[src/rtl/sdp_y_alu_op_arb_if.sv]
`default_nettype none
// ============================================================================
//  Module   : sdp_y_alu_op_arb_if
//  Brief    : Operand channel and ALU-operand handshake bundle for the
//             SDP Y ALU operand arbiter.
//  Revision : 1.0 - initial release
// ============================================================================
interface sdp_y_alu_op_arb_if #(
    parameter int WIDTH = 128
);
    logic [WIDTH-1:0] chn0_z;
    logic [WIDTH-1:0] chn1_z;
    logic             chn0_vz;
    logic             chn1_vz;
    logic             chn0_lz;
    logic             chn1_lz;
    logic [WIDTH-1:0] alu_op_pd;
    logic             alu_op_src;
    logic             alu_op_vld;
    logic             alu_op_rdy;

    // Producer/consumer side: supplies operands, consumes ALU operands
    modport master (
        output chn0_z, chn1_z, chn0_vz, chn1_vz, alu_op_rdy,
        input  chn0_lz, chn1_lz, alu_op_pd, alu_op_src, alu_op_vld
    );

    // Arbiter side
    modport slave (
        input  chn0_z, chn1_z, chn0_vz, chn1_vz, alu_op_rdy,
        output chn0_lz, chn1_lz, alu_op_pd, alu_op_src, alu_op_vld
    );
endinterface
`default_nettype wire

[src/rtl/sdp_y_alu_op_arb.sv]
`default_nettype none
// ============================================================================
//  Module   : sdp_y_alu_op_arb
//  Brief    : Selects operands from two input channels (fixed or round-robin),
//             counts them per layer and buffers them in a small FIFO ahead of
//             the ALU core.
//  Revision : 1.0 - initial release
// ============================================================================
module sdp_y_alu_op_arb #(
    parameter int WIDTH      = 128,
    parameter int FIFO_DEPTH = 2
) (
    input  wire logic        nvdla_core_clk,
    input  wire logic        nvdla_core_rstn,   // active-high despite the name
    input  wire logic [1:0]  cfg_alu_src,
    input  wire logic [15:0] cfg_op_len,
    input  wire logic        op_en,
    sdp_y_alu_op_arb_if.slave bus,
    output logic             busy,
    output logic             layer_done
);

    localparam int c_PTR_W  = (FIFO_DEPTH > 1) ? $clog2(FIFO_DEPTH) : 1;
    localparam int c_FCNT_W = $clog2(FIFO_DEPTH + 1);
    localparam int c_OPC_W  = 17;

    localparam logic [c_FCNT_W-1:0] c_DEPTH    = c_FCNT_W'(FIFO_DEPTH);
    localparam logic [c_FCNT_W-1:0] c_FONE     = c_FCNT_W'(1);
    localparam logic [c_PTR_W-1:0]  c_LAST_PTR = c_PTR_W'(FIFO_DEPTH - 1);

    localparam logic [1:0] c_IDLE  = 2'd0;
    localparam logic [1:0] c_RUN   = 2'd1;
    localparam logic [1:0] c_DRAIN = 2'd2;

    logic [1:0]          r_state;
    logic [1:0]          r_src;
    logic [15:0]         r_len;
    logic [c_OPC_W-1:0]  r_opcnt;
    logic                r_prio;     // 0 = chn0 holds round-robin priority
    logic [WIDTH:0]      r_mem [FIFO_DEPTH];
    logic [c_PTR_W-1:0]  r_wr_ptr;
    logic [c_PTR_W-1:0]  r_rd_ptr;
    logic [c_FCNT_W-1:0] r_count;

    logic w_run, w_room, w_more;
    logic w_allow0, w_allow1, w_elig0, w_elig1;
    logic w_gnt0, w_gnt1, w_push, w_pop, w_last;

    // Eligibility and grant; full FIFO blocks grants even if it pops this cycle
    always_comb begin
        w_run    = (r_state == c_RUN);
        w_room   = (r_count < c_DEPTH);
        w_more   = (r_opcnt <= {1'b0, r_len});
        w_allow0 = (r_src != 2'd1);                   // modes 0, 2 and 3
        w_allow1 = (r_src == 2'd1) || (r_src == 2'd2);
        w_elig0  = w_run & bus.chn0_vz & w_allow0 & w_room & w_more;
        w_elig1  = w_run & bus.chn1_vz & w_allow1 & w_room & w_more;
        // Both can only be eligible in round-robin mode; priority breaks the tie
        w_gnt0   = w_elig0 & ~(w_elig1 & r_prio);
        w_gnt1   = w_elig1 & ~(w_elig0 & ~r_prio);
        w_push   = w_gnt0 | w_gnt1;
        w_pop    = (r_count != '0) & bus.alu_op_rdy;
        w_last   = w_push & (r_opcnt == {1'b0, r_len});
    end

    assign bus.chn0_lz    = w_gnt0;
    assign bus.chn1_lz    = w_gnt1;
    assign bus.alu_op_vld = (r_count != '0);
    assign bus.alu_op_pd  = r_mem[r_rd_ptr][WIDTH-1:0];
    assign bus.alu_op_src = r_mem[r_rd_ptr][WIDTH];
    assign busy           = (r_state != c_IDLE);

    // Layer control: state, latched config, operand counter, priority, done pulse
    always_ff @(posedge nvdla_core_clk or posedge nvdla_core_rstn) begin
        if (nvdla_core_rstn) begin
            r_state    <= c_IDLE;
            r_src      <= 2'd0;
            r_len      <= 16'd0;
            r_opcnt    <= '0;
            r_prio     <= 1'b0;
            layer_done <= 1'b0;
        end else begin
            layer_done <= 1'b0;
            if (w_push) begin
                r_opcnt <= r_opcnt + c_OPC_W'(1);
                r_prio  <= ~r_prio;
            end
            case (r_state)
                c_IDLE: begin
                    if (op_en) begin
                        r_state <= c_RUN;
                        r_src   <= cfg_alu_src;
                        r_len   <= cfg_op_len;
                        r_opcnt <= '0;
                        r_prio  <= 1'b0;
                    end
                end
                c_RUN: begin
                    if (w_last) begin
                        r_state <= c_DRAIN;
                    end
                end
                c_DRAIN: begin
                    // No pushes happen here, so a pop of the last entry empties it
                    if (w_pop && (r_count == c_FONE)) begin
                        r_state    <= c_IDLE;
                        layer_done <= 1'b1;
                    end
                end
                default: r_state <= c_IDLE;
            endcase
        end
    end

    // Output FIFO: circular buffer holding {source, operand}
    always_ff @(posedge nvdla_core_clk or posedge nvdla_core_rstn) begin
        if (nvdla_core_rstn) begin
            for (int i = 0; i < FIFO_DEPTH; i++) begin
                r_mem[i] <= '0;
            end
            r_wr_ptr <= '0;
            r_rd_ptr <= '0;
            r_count  <= '0;
        end else begin
            if (w_push) begin
                r_mem[r_wr_ptr] <= w_gnt1 ? {1'b1, bus.chn1_z} : {1'b0, bus.chn0_z};
                r_wr_ptr        <= (r_wr_ptr == c_LAST_PTR) ? '0 : r_wr_ptr + c_PTR_W'(1);
            end
            if (w_pop) begin
                r_rd_ptr <= (r_rd_ptr == c_LAST_PTR) ? '0 : r_rd_ptr + c_PTR_W'(1);
            end
            case ({w_push, w_pop})
                2'b10:   r_count <= r_count + c_FONE;
                2'b01:   r_count <= r_count - c_FONE;
                default: r_count <= r_count;
            endcase
        end
    end

endmodule
`default_nettype wire

[src/flat_wrapper.sv]
// flat-port wrapper written by rule: the top's interface ports become plain ports
module sdp_y_alu_op_arb_flat 
#(
    parameter int WIDTH      = 128,
    parameter int FIFO_DEPTH = 2
)
  (nvdla_core_clk, nvdla_core_rstn, cfg_alu_src, cfg_op_len, op_en, busy, layer_done, bus_chn0_z, bus_chn1_z, bus_chn0_vz, bus_chn1_vz, bus_alu_op_rdy, bus_chn0_lz, bus_chn1_lz, bus_alu_op_pd, bus_alu_op_src, bus_alu_op_vld);
  sdp_y_alu_op_arb_if #(.WIDTH(WIDTH)) bus_i ();
  input  wire logic nvdla_core_clk;
  input  wire logic nvdla_core_rstn;
  input  wire logic [1:0] cfg_alu_src;
  input  wire logic [15:0] cfg_op_len;
  input  wire logic op_en;
  output logic busy;
  output logic layer_done;
  input wire logic [$bits(bus_i.chn0_z)-1:0] bus_chn0_z;
  input wire logic [$bits(bus_i.chn1_z)-1:0] bus_chn1_z;
  input wire logic [$bits(bus_i.chn0_vz)-1:0] bus_chn0_vz;
  input wire logic [$bits(bus_i.chn1_vz)-1:0] bus_chn1_vz;
  input wire logic [$bits(bus_i.alu_op_rdy)-1:0] bus_alu_op_rdy;
  output wire logic [$bits(bus_i.chn0_lz)-1:0] bus_chn0_lz;
  output wire logic [$bits(bus_i.chn1_lz)-1:0] bus_chn1_lz;
  output wire logic [$bits(bus_i.alu_op_pd)-1:0] bus_alu_op_pd;
  output wire logic [$bits(bus_i.alu_op_src)-1:0] bus_alu_op_src;
  output wire logic [$bits(bus_i.alu_op_vld)-1:0] bus_alu_op_vld;
  assign bus_i.chn0_z = bus_chn0_z;
  assign bus_i.chn1_z = bus_chn1_z;
  assign bus_i.chn0_vz = bus_chn0_vz;
  assign bus_i.chn1_vz = bus_chn1_vz;
  assign bus_i.alu_op_rdy = bus_alu_op_rdy;
  assign bus_chn0_lz = bus_i.chn0_lz;
  assign bus_chn1_lz = bus_i.chn1_lz;
  assign bus_alu_op_pd = bus_i.alu_op_pd;
  assign bus_alu_op_src = bus_i.alu_op_src;
  assign bus_alu_op_vld = bus_i.alu_op_vld;
  sdp_y_alu_op_arb #(.WIDTH(WIDTH), .FIFO_DEPTH(FIFO_DEPTH)) u_core (.nvdla_core_clk(nvdla_core_clk), .nvdla_core_rstn(nvdla_core_rstn), .cfg_alu_src(cfg_alu_src), .cfg_op_len(cfg_op_len), .op_en(op_en), .bus(bus_i), .busy(busy), .layer_done(layer_done));
endmodule
[config.mk]
export PLATFORM = sky130hd
export DESIGN_NAME = sdp_y_alu_op_arb_flat
export DESIGN_NICKNAME = d
export VERILOG_FILES = /design/src/rtl/sdp_y_alu_op_arb_if.sv /design/src/rtl/sdp_y_alu_op_arb.sv /design/src/flat_wrapper.sv
export SDC_FILE = /design/constraint.sdc
export NUM_CORES = 1
export LEC_CHECK = 0
export ABC_AREA = 1
export BUFFER_PORTS_ARGS = -buffer_cell sky130_fd_sc_hd__clkbuf_2
export CAP_MARGIN = 20
export CELL_PAD_IN_SITES_DETAIL_PLACEMENT = 2
export CELL_PAD_IN_SITES_GLOBAL_PLACEMENT = 2
export CORE_UTILIZATION = 31
export DETAILED_ROUTE_END_ITERATION = 16
export GPL_ROUTABILITY_DRIVEN = 1
export PLACE_DENSITY_LB_ADDON = 0.1
export SLEW_MARGIN = 20
export SYNTH_ARGS = -nofsm -noshare
export SYNTH_HDL_FRONTEND = slang
export SYNTH_SLANG_ARGS = --single-unit
export TNS_END_PERCENT = 1
[constraint.sdc]
create_clock -name nvdla_core_clk -period 17.15 [get_ports nvdla_core_clk]
set_input_delay 2.5725 -clock nvdla_core_clk [delete_from_list [all_inputs] [get_ports nvdla_core_clk]]
set_output_delay 2.5725 -clock nvdla_core_clk [all_outputs]
set_load 0.02 [all_outputs]
# Word level (Yosys, flattened, before mapping)
# Index checks and enable logic that the tools add are counted.
[op_classes]
n_div = 0
muxes = 22
n_eq_ne = 12
addsub = 5
multipliers = 0
reduce_logical = 9
n_lt_le_gt_ge = 5
shift = 0
n_bitwise = 20
[ops]
columns = ["op", "n"]
rows = [
  ["129-bit 2-to-1 mux", 5],
  ["258-bit bitwise mux", 1],
  ["129-bit demux with 1-bit select", 1],
  ["17-bit 2-to-1 mux", 3],
  ["17-bit by 1-bit adder with 17-bit output (second input constant)", 1],
  ["17-bit by 16-bit equality test with 1-bit output", 1],
  ["17-bit by 16-bit <= comparator with 1-bit output", 1],
  ["1-bit bitwise AND", 14],
  ["2-bit by 1-bit equality test with 1-bit output (second input constant)", 4],
  ["1-bit 2-to-1 mux", 7],
  ["2-bit equality test (second input constant)", 3],
  ["2-bit 2-to-1 mux", 3],
  ["2-bit case mux with 3 select lines", 1],
  ["2-bit nonzero test", 3],
  ["2-bit >= comparator (second input constant)", 2],
  ["2-bit by 1-bit inequality test with 1-bit output (second input constant)", 2],
  ["2-bit inequality test (second input constant)", 2],
  ["1-bit inverter with 2-bit output", 2],
  ["2-bit case mux with 2 select lines", 1],
  ["1-bit inverter", 3],
  ["3-bit AND reduction", 1],
  ["1-bit adder (second input constant)", 2],
  ["2-bit by 1-bit adder with 2-bit output (second input constant)", 1],
  ["1-bit logical AND", 2],
  ["7 further kinds", 7],
]
[word_totals]
reg_bits = 301
latchBits = 0
rom_bits = 0
ram_bits = 0
n_memories = 0

# Longest topological paths before layout
# Gate-level depths: netlist (run 1).
[depth]
depth_word = 12
ltp_mapped = 17
ltp_nobuf = 15

# Worst setup path after synthesis (run 1)
# No wires, ideal clock.
[synth_path]
kind = "input-to-output"
start = "input port bus_chn1_vz"
end = "output port bus_chn1_lz"
slack_ns = 11.130
arrival_time_ns = 3.448
cell_stages = 7
path_cell_list = "nand3_2 o21ai_1 inv_2 nor2_4 nand2_1 inv_2 buf_2"
[synth_via]
elab_chain_len = 5
[synth_lines]
columns = ["element", "line", "source"]
rows = [
  ["start: declaration", "flat_wrapper.sv:19", "input wire logic [$bits(bus_i.chn1_vz)-1:0] bus_chn1_vz;"],
  ["1-bit bitwise AND (4 in series)", "sdp_y_alu_op_arb.sv:57", "w_elig1 = w_run & bus.chn1_vz & w_allow1 & w_room & w_more;"],
  ["1-bit bitwise AND", "sdp_y_alu_op_arb.sv:60", "w_gnt1 = w_elig1 & ~(w_elig0 & ~r_prio);"],
  ["end: declaration", "flat_wrapper.sv:22", "output wire logic [$bits(bus_i.chn1_lz)-1:0] bus_chn1_lz;"],
]
# Every way passes these cells.

# Worst setup path after layout (run 1)
# Same ends and word-level chain as after synthesis.

==> results by group, run 1 <==
Min path
  • Hold Crit Class: flop to flop
  • HP Start: u_core.r_mem[31]
  • Hold Path Sink: u_core.r_mem[31]
  • Hold path depth: 2

Worst setup path
  • Reg2Reg Depth: 14
  • Crit-path slowest cell: inv_4
  • Worst reg2reg endpoint: u_core.r_mem[0]
  • Startpoint types: input port
  • CP max stage delay: 0.47 ns
  • Crit Path Class: input port to output pin
  • Worst r2r src: u_core.r_opcnt[13]
  • Worst EP required: 14.58 ns
  • Worst R2R Setup Slack: roughly 13 ns
  • CP dominant cell by count: clkbuf_2
  • Crit path arrival time: roughly 4.5 ns
  • CP Cell Sequence: clkbuf_2, nand3_2, o21ai_1, inv_2, nor2_4, nand2_4, inv_4, clkbuf_2
  • Buf+Inv Stages, Crit Path: 4
  • Max FO, Critical Path: 61
  • Top Family by Delay on Critical Path: buffers and inverters
  • Endpoint class of the critical path: output pin

Layout
  • Nets: 2,774
  • Fraction of layout cells with a size suffix above 1: 0.205
  • Area delta synth->final: 25.0%
  • Final cell count without fillers: 3,118
  • Fillers: approximately 5,700

Global routing
  • Total GRT Usage: 0.221
  • Vias in the first global route: 16,500
  • Largest net degree at the start of global routing: approximately 110
  • Global-route wire length before repair: 88,100 um
  • Initial antenna violation count: 1
  • Total grt overflow: 0

Placed design
  • Place WS: 10.10 ns
  • Routability Congestion: 0.772
  • IO Port Bufs: 413
  • # placed instances: just over 3,000
  • HPWL after DPL: 38,300 um

Run status
  • Status: finished, final reports clean

Timing
  • Unrepaired setup endpoints after global routing: false
  • Least-Margin Pin Slew: 1.05 ns
  • Min Hold Slack: about 0.48 ns
  • Slew Viols, Final: 0
  • Clk_skew: 0.00882 ns
  • Final period utilization: 0.409
  • Highest Clock Rate: 142 MHz
  • Slew margin rel.: 0.298
  • Setup TNS Final: 0 ns
  • Fin crit period: 7.02 ns
  • Final hold vios: 0
  • Endpoints failing setup: 0
  • Final worst slack: 10.13 ns

Pwr
  • PD cells: 199 nW/um2
  • Share of total power in the clock network: 0.226
  • Peak supply drop: 0.0000628 V
  • Internal: approximately 2.1 mW
  • Leakage power figure: 10.5 nW
  • Sw power: 1.72 mW
  • Reg power frac: 0.316
  • Overall power: roughly 3.8 mW
  • Comb pwr share: 0.457
  • Switch share: 0.453

Die
  • Core ar.: 48,000 um2
  • Die width: 224 um
  • Starting Density: 0.317
  • DIE HEIGHT: 224 um
  • DIE AREA: 50,000 um2
  • I/O pins: 414
  • Num rows: 80

Synth
  • Main synth FF type: dfrtp_1
  • Warnings, synthesis: 0
  • Synthesized cell area: 15,200 um2
  • Syn avg cell area: 7.19 um2
  • Seq cells post-synth: 301
  • Sequential fraction of the synthesis area: 0.495
  • Distinct cells, synth: 32
  • Post-synth EDFFs: 0
  • Syn nets: 2,419
  • Post-Syn Instances: 2,118
  • Post-synth ARST share: 1.00

CTS
  • Clk sinks: 301
  • Clock slew at reported path FFs: 0.06 ns
  • Clock buffer depth: 3
  • Clock latency on the worst-skew pair: 0.55 ns
  • H-tree depth: 2
  • Number of buffers created by CTS: 38
  • Post-CTS Resized: 0
  • Post-CTS Setup Bufs: 0
  • CTS root buf: clkbuf_16
  • TritonCTS clock tree: yes
  • # hold bufs at CTS: 0

Drt
  • WL/cell: 17.6 um
  • DRT antenna net count: 0
  • DRT Pass-1 Iters: 4
  • DR vias: 14,900
  • Via/cell ratio: 4.78
  • DRC viols: 0
  • Starting DRT DRC Count: 523
  • Total routed wirelength: approximately 55,000 um

Flow run
  • Number of max-cap violations: 0
logic make-up (layout without fill, tap and decap cells):
kind of cell / Yosys count / count (layout) / share of synthesized area
flops: 301 / 301 / 0.495
compound gates: 312 / 312 / 0.105
fa+ha+maj: 21 / 21 / 0.0173
simple gates: 1166 / 1166 / 0.293
buf+inv: 314 / 698 / 0.0881
other cells: 0 / 1 / 0
xor+xnor: 4 / 4 / 0.00230
power groups by stage:
stage,combinational (mW),sequential (mW),clock [mW]
floorplan,1.17,1.14,0
finish,1.73,1.20,0.857
global route,1.94,1.24,0.903
global placement,1.67,1.19,0
detailed placement,1.75,1.21,0
CTS,1.77,1.20,0.884
layout by cell type, fill, tap and decap left out, types with 3 or more instances in the layout:
| cell type | instances |
|---|---|
| clkbuf_8 | 13 |
| nor2_4 | 4 |
| inv_2 | 4 |
| buf_4 | 14 |
| dfrtp_1 | 300 |
| nand2_1 | 1103 |
| o21ai_1 | 107 |
| inv_1 | 191 |
| nor2_1 | 30 |
| clkbuf_1 | 7 |
| clkinv_2 | 4 |
| nand3_1 | 8 |
| ha_1 | 21 |
| o21ai_0 | 179 |
| o2111ai_1 | 3 |
| o211ai_1 | 3 |
| bufinv_16 | 3 |
| nand4_1 | 6 |
| buf_16 | 3 |
| a21oi_1 | 17 |
| nor3_1 | 6 |
| clkbuf_16 | 41 |
| clkbuf_2 | 413 |
through the flow:
stage                     cell area, um2  utilization
after floorplan                    15200            -
after CTS                          18900        0.394
final                              19000        0.396
after global routing               19000        0.396
after global placement             17600        0.366
after detailed placement           17600        0.366
area by class of cell:
class	count	area (um2)	share of cell area
multi-input combinational	1503	6360	0.334
clock buffer	61	1230	0.0647
timing repair buffer	430	2250	0.118
sequential	301	7540	0.396
inverter	199	759	0.0399
tap	615	769	0.0404
antenna	1	2.50	0.000131
clock inverter	8	118	0.00618
registers in the layout, indices dropped and copies added, names as in the netlist:
register           flops
u_core.r_state         2
u_core.r_opcnt        17
u_core.layer_done      1
u_core.r_rd_ptr        1
u_core.r_prio          1
u_core.r_len          16
u_core.r_mem         258
u_core.r_count         2
u_core.r_src           2
u_core.r_wr_ptr        1
worst register-to-register path: stages (launching register included):
cell and delay, ns:
dfrtp_1 0.45, ha_1 0.31, nand2_1 0.05, nor2_1 0.17, nand2_1 0.12, nor2_1 0.18, nand2_1 0.08, nand3_1 0.12
nand2_2 0.17, o21ai_4 0.25, nor2_4 0.04, buf_4 0.40, inv_4 0.57, buf_4 0.90, o21ai_0 0.26
worst max-delay path by stage:
stage | start | to | slack [ns] | cells past startpoint
floorplan | nvdla_core_rstn | u_core.layer_done | 6.26 | 1
global placement | bus_chn1_vz | bus_chn1_lz | 10.12 | 8
detailed placement | bus_chn1_vz | bus_chn1_lz | 10.10 | 8
CTS | bus_chn1_vz | bus_chn1_lz | 10.10 | 8
global route | bus_chn1_vz | bus_chn1_lz | 9.94 | 8
finish | bus_chn1_vz | bus_chn1_lz | 10.13 | 8
routing by layer:
metal / global-route usage / part of all wire / vias to the layer above / routed length, um
li1: - / - / 7183 / -
met1: 0.273 / 0.44 / 7354 / 24000
met2: 0.385 / 0.49 / 283 / 26700
met3: 0.0442 / 0.051 / 75 / 2790
met4: 0.0727 / 0.027 / 0 / 1460
met5: 0 / 0 / - / 0
Yosys cell counts (6+ instances only):
| cell type | instances | area (um2) |
|---|---|---|
| a21oi_1 | 17 | 85.1 |
| buf_1 | 6 | 22.5 |
| buf_2 | 46 | 230 |
| buf_4 | 6 | 45.0 |
| buf_6 | 11 | 124 |
| clkbuf_1 | 46 | 173 |
| dfrtp_1 | 301 | 7530 |
| ha_1 | 21 | 263 |
| inv_1 | 192 | 721 |
| inv_2 | 6 | 22.5 |
| nand2_1 | 1104 | 4140 |
| nand3_1 | 8 | 40.0 |
| nand4_1 | 6 | 37.5 |
| nor2_1 | 31 | 116 |
| nor3_1 | 6 | 30.0 |
| o21ai_0 | 179 | 896 |
| o21ai_1 | 107 | 536 |
Power figures use the tool's default switching activity.
==> run 2: changes to the inputs <==
--- a/config.mk
+++ b/config.mk
@@ -10,7 +10,7 @@
 export CAP_MARGIN = 20
 export CELL_PAD_IN_SITES_DETAIL_PLACEMENT = 2
 export CELL_PAD_IN_SITES_GLOBAL_PLACEMENT = 2
-export CORE_UTILIZATION = 31
+export CORE_UTILIZATION = 26
 export DETAILED_ROUTE_END_ITERATION = 16
 export GPL_ROUTABILITY_DRIVEN = 1
 export PLACE_DENSITY_LB_ADDON = 0.1
==> constraint.sdc (replaced) <==
create_clock -name nvdla_core_clk -period 6.4 [get_ports nvdla_core_clk]
set_input_delay 0.96 -clock nvdla_core_clk [delete_from_list [all_inputs] [get_ports nvdla_core_clk]]
set_output_delay 0.96 -clock nvdla_core_clk [all_outputs]
set_load 0.02 [all_outputs]
==> run 2 against run 1 <==
Utilization decreased by 6.7 points. Final cell count grew 4.5%. Flip-flop and latch count unchanged. Non-clock buffer count fell by 2. First-iteration DRC count down 15%. Critical path type is now flop to output pin. Routed wire length is 0.37% higher. Clock-buffer cell count decreased by 4. Hold slack worse by 0.16 ns. Critical path depth grew 2. Via count is 0.43% lower. Combinational power rose to 2.7 times the previous value. Critical endpoint unchanged.
==> results by group, run 2 (synthesis gave the netlist of run 1 again) <==
CTS
  • Clk sinks: 301
  • Post-CTS Resized: 0
  • TritonCTS clock tree: yes
  • Number of buffers created by CTS: 40
  • CTS root buf: clkbuf_16
  • Clock slew at reported path FFs: 0.05 ns
  • Clock buffer depth: 3
  • # hold bufs at CTS: 0
  • H-tree depth: 2
  • Post-CTS Setup Bufs: 0
  • Clock latency on the worst-skew pair: around 0.55 ns

Timing
  • Fin crit period: 4.36 ns
  • Slew Viols, Final: 0
  • Unrepaired setup endpoints after global routing: false
  • Setup TNS Final: 0 ns
  • Endpoints failing setup: 0
  • Least-Margin Pin Slew: roughly 1.0 ns
  • Clk_skew: 0.0205 ns
  • Final period utilization: 0.681
  • Final hold vios: 0
  • Highest Clock Rate: 229 MHz
  • Slew margin rel.: 0.303

Drt
  • DRT antenna net count: 0
  • Starting DRT DRC Count: 443
  • DR vias: 14,800
  • Via/cell ratio: 4.55
  • DRC viols: 0
  • DRT Pass-1 Iters: 4
  • Total routed wirelength: 55,100 um
  • WL/cell: 16.9 um

Die
  • Starting Density: 0.263
  • Die width: approximately 240 um
  • DIE HEIGHT: 244 um
  • Core ar.: approximately 58,000 um2
  • DIE AREA: 59,500 um2
  • I/O pins: 414
  • Num rows: 88

Placed design
  • Post-DP Area: approximately 18,000 um2
  • IO Port Bufs: 413
  • Routability Congestion: around 0.75
  • HPWL after DPL: 38,400 um

Layout
  • Top flop regs: u_core.r_mem (258), u_core.r_opcnt (17), u_core.r_len (16)
  • Register area: 7540 um2
  • Multi-input logic area: ~6400 um2
  • Design area: 19,000 um2
  • Max reg flops: approximately 260
  • Fraction of layout cells with a size suffix above 1: 0.201
  • Antenna Cells: 0
  • Top reg by flops: u_core.r_mem
  • Most common cell after layout, fill and taps aside: nand2_1
  • Nets: between 2,000 and 3,000
  • Fillers: just under 7,000
  • Area delta synth->final: 25.0%
  • Most frequent cells in the layout: nand2_1 (1,103), clkbuf_2 (413), dfrtp_1 (300)

Worst setup path
  • Startpoint types: flop
  • Crit-path slowest cell: inv_4
  • Worst EP required: 5.44 ns
  • Max FO, Critical Path: 57
  • CP max stage delay: 0.51 ns
  • Crit path arrival time: 3.40 ns
  • CP Cell Sequence: ha_1, nand2_1, nor2_1, nand2_1, nor2_1, nand4_1, nand2_2, nand2_4, inv_4, clkbuf_2
  • Crit Path Class: flop to output pin
  • Endpoint class of the critical path: output pin

Global routing
  • Total grt overflow: 0
  • Initial antenna violation count: 2
  • Largest net degree at the start of global routing: 150
  • Total GRT Usage: 0.184
  • Global-route wire length before repair: 87,000 um
  • Vias in the first global route: 15,900

Flow run
  • Number of max-cap violations: 0

Min path
  • Hold Crit Class: input port to async pin

Pwr
  • Leakage power figure: approximately 10 nW
  • Peak supply drop: 0.000197 V
  • PD cells: slightly above 500 nW/um2

Run status
  • Status: finished, final reports clean
-- run 2: critical path: cells and delay by family, from the launching register on --
family	cells	cell delay (ns)
AND/OR/NAND/NOR	7	1.30
buffers and inverters	2	0.76
flip-flops	1	0.44
adder cells (fa/ha/maj)	1	0.30
-- run 2: power breakdown --
| part | switching, mW | internal [mW] |
|---|---|---|
| clock | 0.849 | 1.25 |
| sequential | 0.423 | 2.77 |
| combinational | 3.25 | 1.34 |
| total | 4.52 | 5.36 |
-- run 2: path summary, 6_finish.rpt --
check	startpoint	cells after the start	slack (ns)	end
min	nvdla_core_rstn	2	0.32	u_core.r_mem[137]
max reg2reg	u_core.r_opcnt[13]	13	2.62	u_core.r_mem[43]
max	u_core.r_opcnt[13]	10	2.04	bus_chn1_lz
min reg2reg	u_core.r_mem[34]	2	0.48	u_core.r_mem[34]
max in group asynchronous	nvdla_core_rstn	3	4.83	u_core.r_rd_ptr
min in group nvdla_core_clk	u_core.r_mem[34]	2	0.48	u_core.r_mem[34]
-- run 2: cell type report --
class	instances	area share
Clock buffer	57	0.0613
Tap cell	765	0.0503
Multi-Input combinational cell	1503	0.334
Timing Repair Buffer	428	0.117
Clock inverter	5	0.00145
Sequential cell	301	0.396
Inverter	199	0.0397
-- run 2: stage by stage --
step / setup WS [ns] / hold slack, ns / util / power [mW] / cells
4_1_cts: 1.92 / 0.286 / 0.329 / 10.2 / 3258
6_report: 2.04 / 0.321 / 0.329 / 9.88 / 3258
2_1_floorplan: 1.44 / 0.446 / - / 6.19 / 2118
3_3_place_gp: 2.61 / 0.462 / 0.309 / 7.75 / 3196
5_1_grt: 1.66 / 0.299 / 0.329 / 10.7 / 3258
3_5_place_dp: 2.46 / 0.467 / 0.309 / 7.95 / 3196
-- run 2: per-layer routing --
layer	routed length (um)	global-route usage	vias to the layer above
li1	-	-	7179
met1	24600	0.234	7310
met2	26200	0.312	262
met3	3050	0.0457	76
met4	1140	0.0449	4
met5	23	0	-
==> run 3: changes to the inputs <==
--- a/config.mk
+++ b/config.mk
@@ -10,7 +10,7 @@
 export CAP_MARGIN = 20
 export CELL_PAD_IN_SITES_DETAIL_PLACEMENT = 2
 export CELL_PAD_IN_SITES_GLOBAL_PLACEMENT = 2
-export CORE_UTILIZATION = 26
+export CORE_UTILIZATION = 29
 export DETAILED_ROUTE_END_ITERATION = 16
 export GPL_ROUTABILITY_DRIVEN = 1
 export PLACE_DENSITY_LB_ADDON = 0.1
==> constraint.sdc (replaced) <==
create_clock -name nvdla_core_clk -period 4.4 [get_ports nvdla_core_clk]
set_input_delay 0.66 -clock nvdla_core_clk [delete_from_list [all_inputs] [get_ports nvdla_core_clk]]
set_output_delay 0.66 -clock nvdla_core_clk [all_outputs]
set_load 0.02 [all_outputs]
==> run 3 against run 2 <==
Final cell count down 2.2%. Global-route usage rose by 2.7 points. Largest power group unchanged. Critical path type unchanged. Worst setup slack worse by 1.1 ns. Via count up 0.46%. First-iteration DRC count up 33%. Clock power increased by 52%. Highest routed layer is now met4. Utilization grew 4.1 points. Total power up 48%. Critical path depth unchanged.
==> results by group, run 3 (synthesis gave the netlist of run 1 again) <==
Run status
  • Status: finished, final reports clean

CTS
  • # hold bufs at CTS: 0
  • Post-CTS Resized: 0
  • CTS root buf: clkbuf_16
  • Clock latency on the worst-skew pair: 0.56 ns
  • Post-CTS Setup Bufs: 0
  • Number of buffers created by CTS: 38
  • H-tree depth: 2
  • Clk sinks: 301
  • Clock buffer depth: 3
  • TritonCTS clock tree: yes
  • Clock slew at reported path FFs: 0.06 ns

Timing
  • Fin crit period: 3.49 ns
  • Final hold vios: 0
  • Highest Clock Rate: 287 MHz
  • Final period utilization: 0.793
  • Unrepaired setup endpoints after global routing: false
  • Slew margin rel.: 0.409
  • Final worst slack: around 0.91 ns
  • Slew Viols, Final: 0
  • Clk_skew: 0.0233 ns
  • Least-Margin Pin Slew: between 0.8 and 0.9 ns
  • Endpoints failing setup: 0

Min path
  • Hold Crit Class: input port to async pin

Placed design
  • IO Port Bufs: 413
  • Place WS: 1.19 ns
  • HPWL after DPL: 39,400 um
  • Routability Congestion: 0.785
  • # placed instances: 3,115

Pwr
  • Reg power frac: 0.313
  • Switch share: 0.454
  • Sw power: 6.63 mW
  • Share of total power in the clock network: 0.219
  • Peak supply drop: 0.000341 V
  • Internal: 7.97 mW
  • Overall power: approximately 15 mW
  • Comb pwr share: 0.468
  • PD cells: approximately 760 nW/um2
  • Leakage power figure: 10.5 nW

Worst setup path
  • Crit-path slowest cell: dfrtp_1
  • CP max stage delay: around 0.46 ns
  • Crit path arrival time: 2.83 ns
  • Crit Path Class: flop to output pin
  • Startpoint types: flop
  • Max FO, Critical Path: 25
  • Top Family by Delay on Critical Path: simple AND/OR/NAND/NOR gates
  • Endpoint class of the critical path: output pin
  • Buf+Inv Stages, Crit Path: 2
  • Worst EP required: 3.74 ns
  • CP Cell Sequence: ha_1, nand2_1, nor2_1, nand2_1, nor2_1, nand4_1, nand2_2, nand2_4, inv_4, clkbuf_2

Global routing
  • Vias in the first global route: 16,200
  • Initial antenna violation count: 0
  • Total grt overflow: 0
  • Largest net degree at the start of global routing: 135
  • Total GRT Usage: 0.211
  • Global-route wire length before repair: 88,900 um

Drt
  • DRT antenna net count: 0
  • DRC viols: 0
  • WL/cell: 17.6 um
  • DRT Pass-1 Iters: 4
  • Starting DRT DRC Count: between 500 and 600
  • Via/cell ratio: 4.68
  • DR vias: 14,900
  • Total routed wirelength: 56,000 um

Die
  • Starting Density: 0.295
  • Die width: 231 um
  • Num rows: 83
  • I/O pins: roughly 410
  • DIE AREA: between 50,000 and 60,000 um2
  • DIE HEIGHT: 231 um
  • Core ar.: 51,600 um2

Layout
  • Top flop regs: u_core.r_mem (258), u_core.r_opcnt (17), u_core.r_len (16)
  • Top reg by flops: u_core.r_mem
  • Antenna Cells: 0
  • Most common cell after layout, fill and taps aside: nand2_1
  • Nets: 2,776
  • Fillers: approximately 6,000
  • Most frequent cells in the layout: nand2_1 (1,103), clkbuf_2 (413), dfrtp_1 (300)
  • Area delta synth->final: 25.6%
  • Fraction of layout cells with a size suffix above 1: 0.205
  • Max reg flops: 258
  • Final cell count without fillers: ~3,200
  • Finished Core Util: 0.370

Flow run
  • Number of max-cap violations: 0
==> run 3: cell count changes in the layout (fill, tap and decap cells not counted), sizes merged <==
cell and change:
buf +4, clkbuf +4, clkinv +3, bufinv +1
==> run 3: cell type report <==
| cell class | count | area, um2 | share of cell area |
|---|---|---|---|
| clock buffer | 61 | 1220 | 0.0639 |
| clock inverter | 9 | 72.6 | 0.00380 |
| inverter | 199 | 756 | 0.0395 |
| multi-input combinational | 1503 | 6360 | 0.333 |
| sequential | 301 | 7540 | 0.394 |
| tap | 680 | 851 | 0.0445 |
| timing repair buffer | 432 | 2320 | 0.121 |
==> run 3: power groups by stage <==
stage / sequential, mW / combinational [mW] / clock [mW]
global placement: 4.55 / 6.72 / 0
CTS: 4.58 / 7.03 / 3.32
finish: 4.57 / 6.83 / 3.20
detailed placement: 4.61 / 6.97 / 0
global route: 4.71 / 7.69 / 3.40
floorplan: 4.45 / 4.56 / 0
==> run 3: path summary, 6_finish.rpt <==
kind                                        to          startpoint  cells after the start  slack (ns)
setup reg to reg             u_core.r_mem[160]  u_core.r_opcnt[13]                     14        1.20
max in group asynchronous     u_core.r_mem[56]     nvdla_core_rstn                      3        3.15
min in group nvdla_core_clk    u_core.r_len[7]       cfg_op_len[7]                      3        0.31
setup / recovery                   bus_chn1_lz  u_core.r_opcnt[13]                     10        0.91
hold reg to reg              u_core.r_mem[121]   u_core.r_mem[121]                      2        0.48
hold / removal                 u_core.r_mem[3]     nvdla_core_rstn                      2        0.23
==> run 3: worst register-to-register path, delay by kind of cell, from the launching register on <==
kind / cells / cell delay [ns]
DFF: 1 / 0.46
AOI/OAI and AO/OA: 1 / 0.10
buffers and inverters: 1 / 0.69
adders and majority gates: 1 / 0.31
and+or+nand+nor: 11 / 1.54
==> run 3: metal layers <==
| metal | vias up | global-route usage | share of wire |
|---|---|---|---|
| met4 | 0 | 0.0600 | 0.021 |
| met1 | 7357 | 0.270 | 0.45 |
| met2 | 291 | 0.365 | 0.49 |
| met5 | - | 0 | 0 |
| li1 | 7191 | - | - |
| met3 | 60 | 0.0360 | 0.045 |
==> run 3: through the flow <==
stage                     setup TNS, ns  cell area (um2)  hold slack [ns]
final                                 0            19100            0.230
after global routing                  0            19100            0.254
after CTS                             0            19100            0.225
after detailed placement              0            17800            0.468
after global placement                0            17800            0.462
after floorplan                  -78.57            15200            0.446
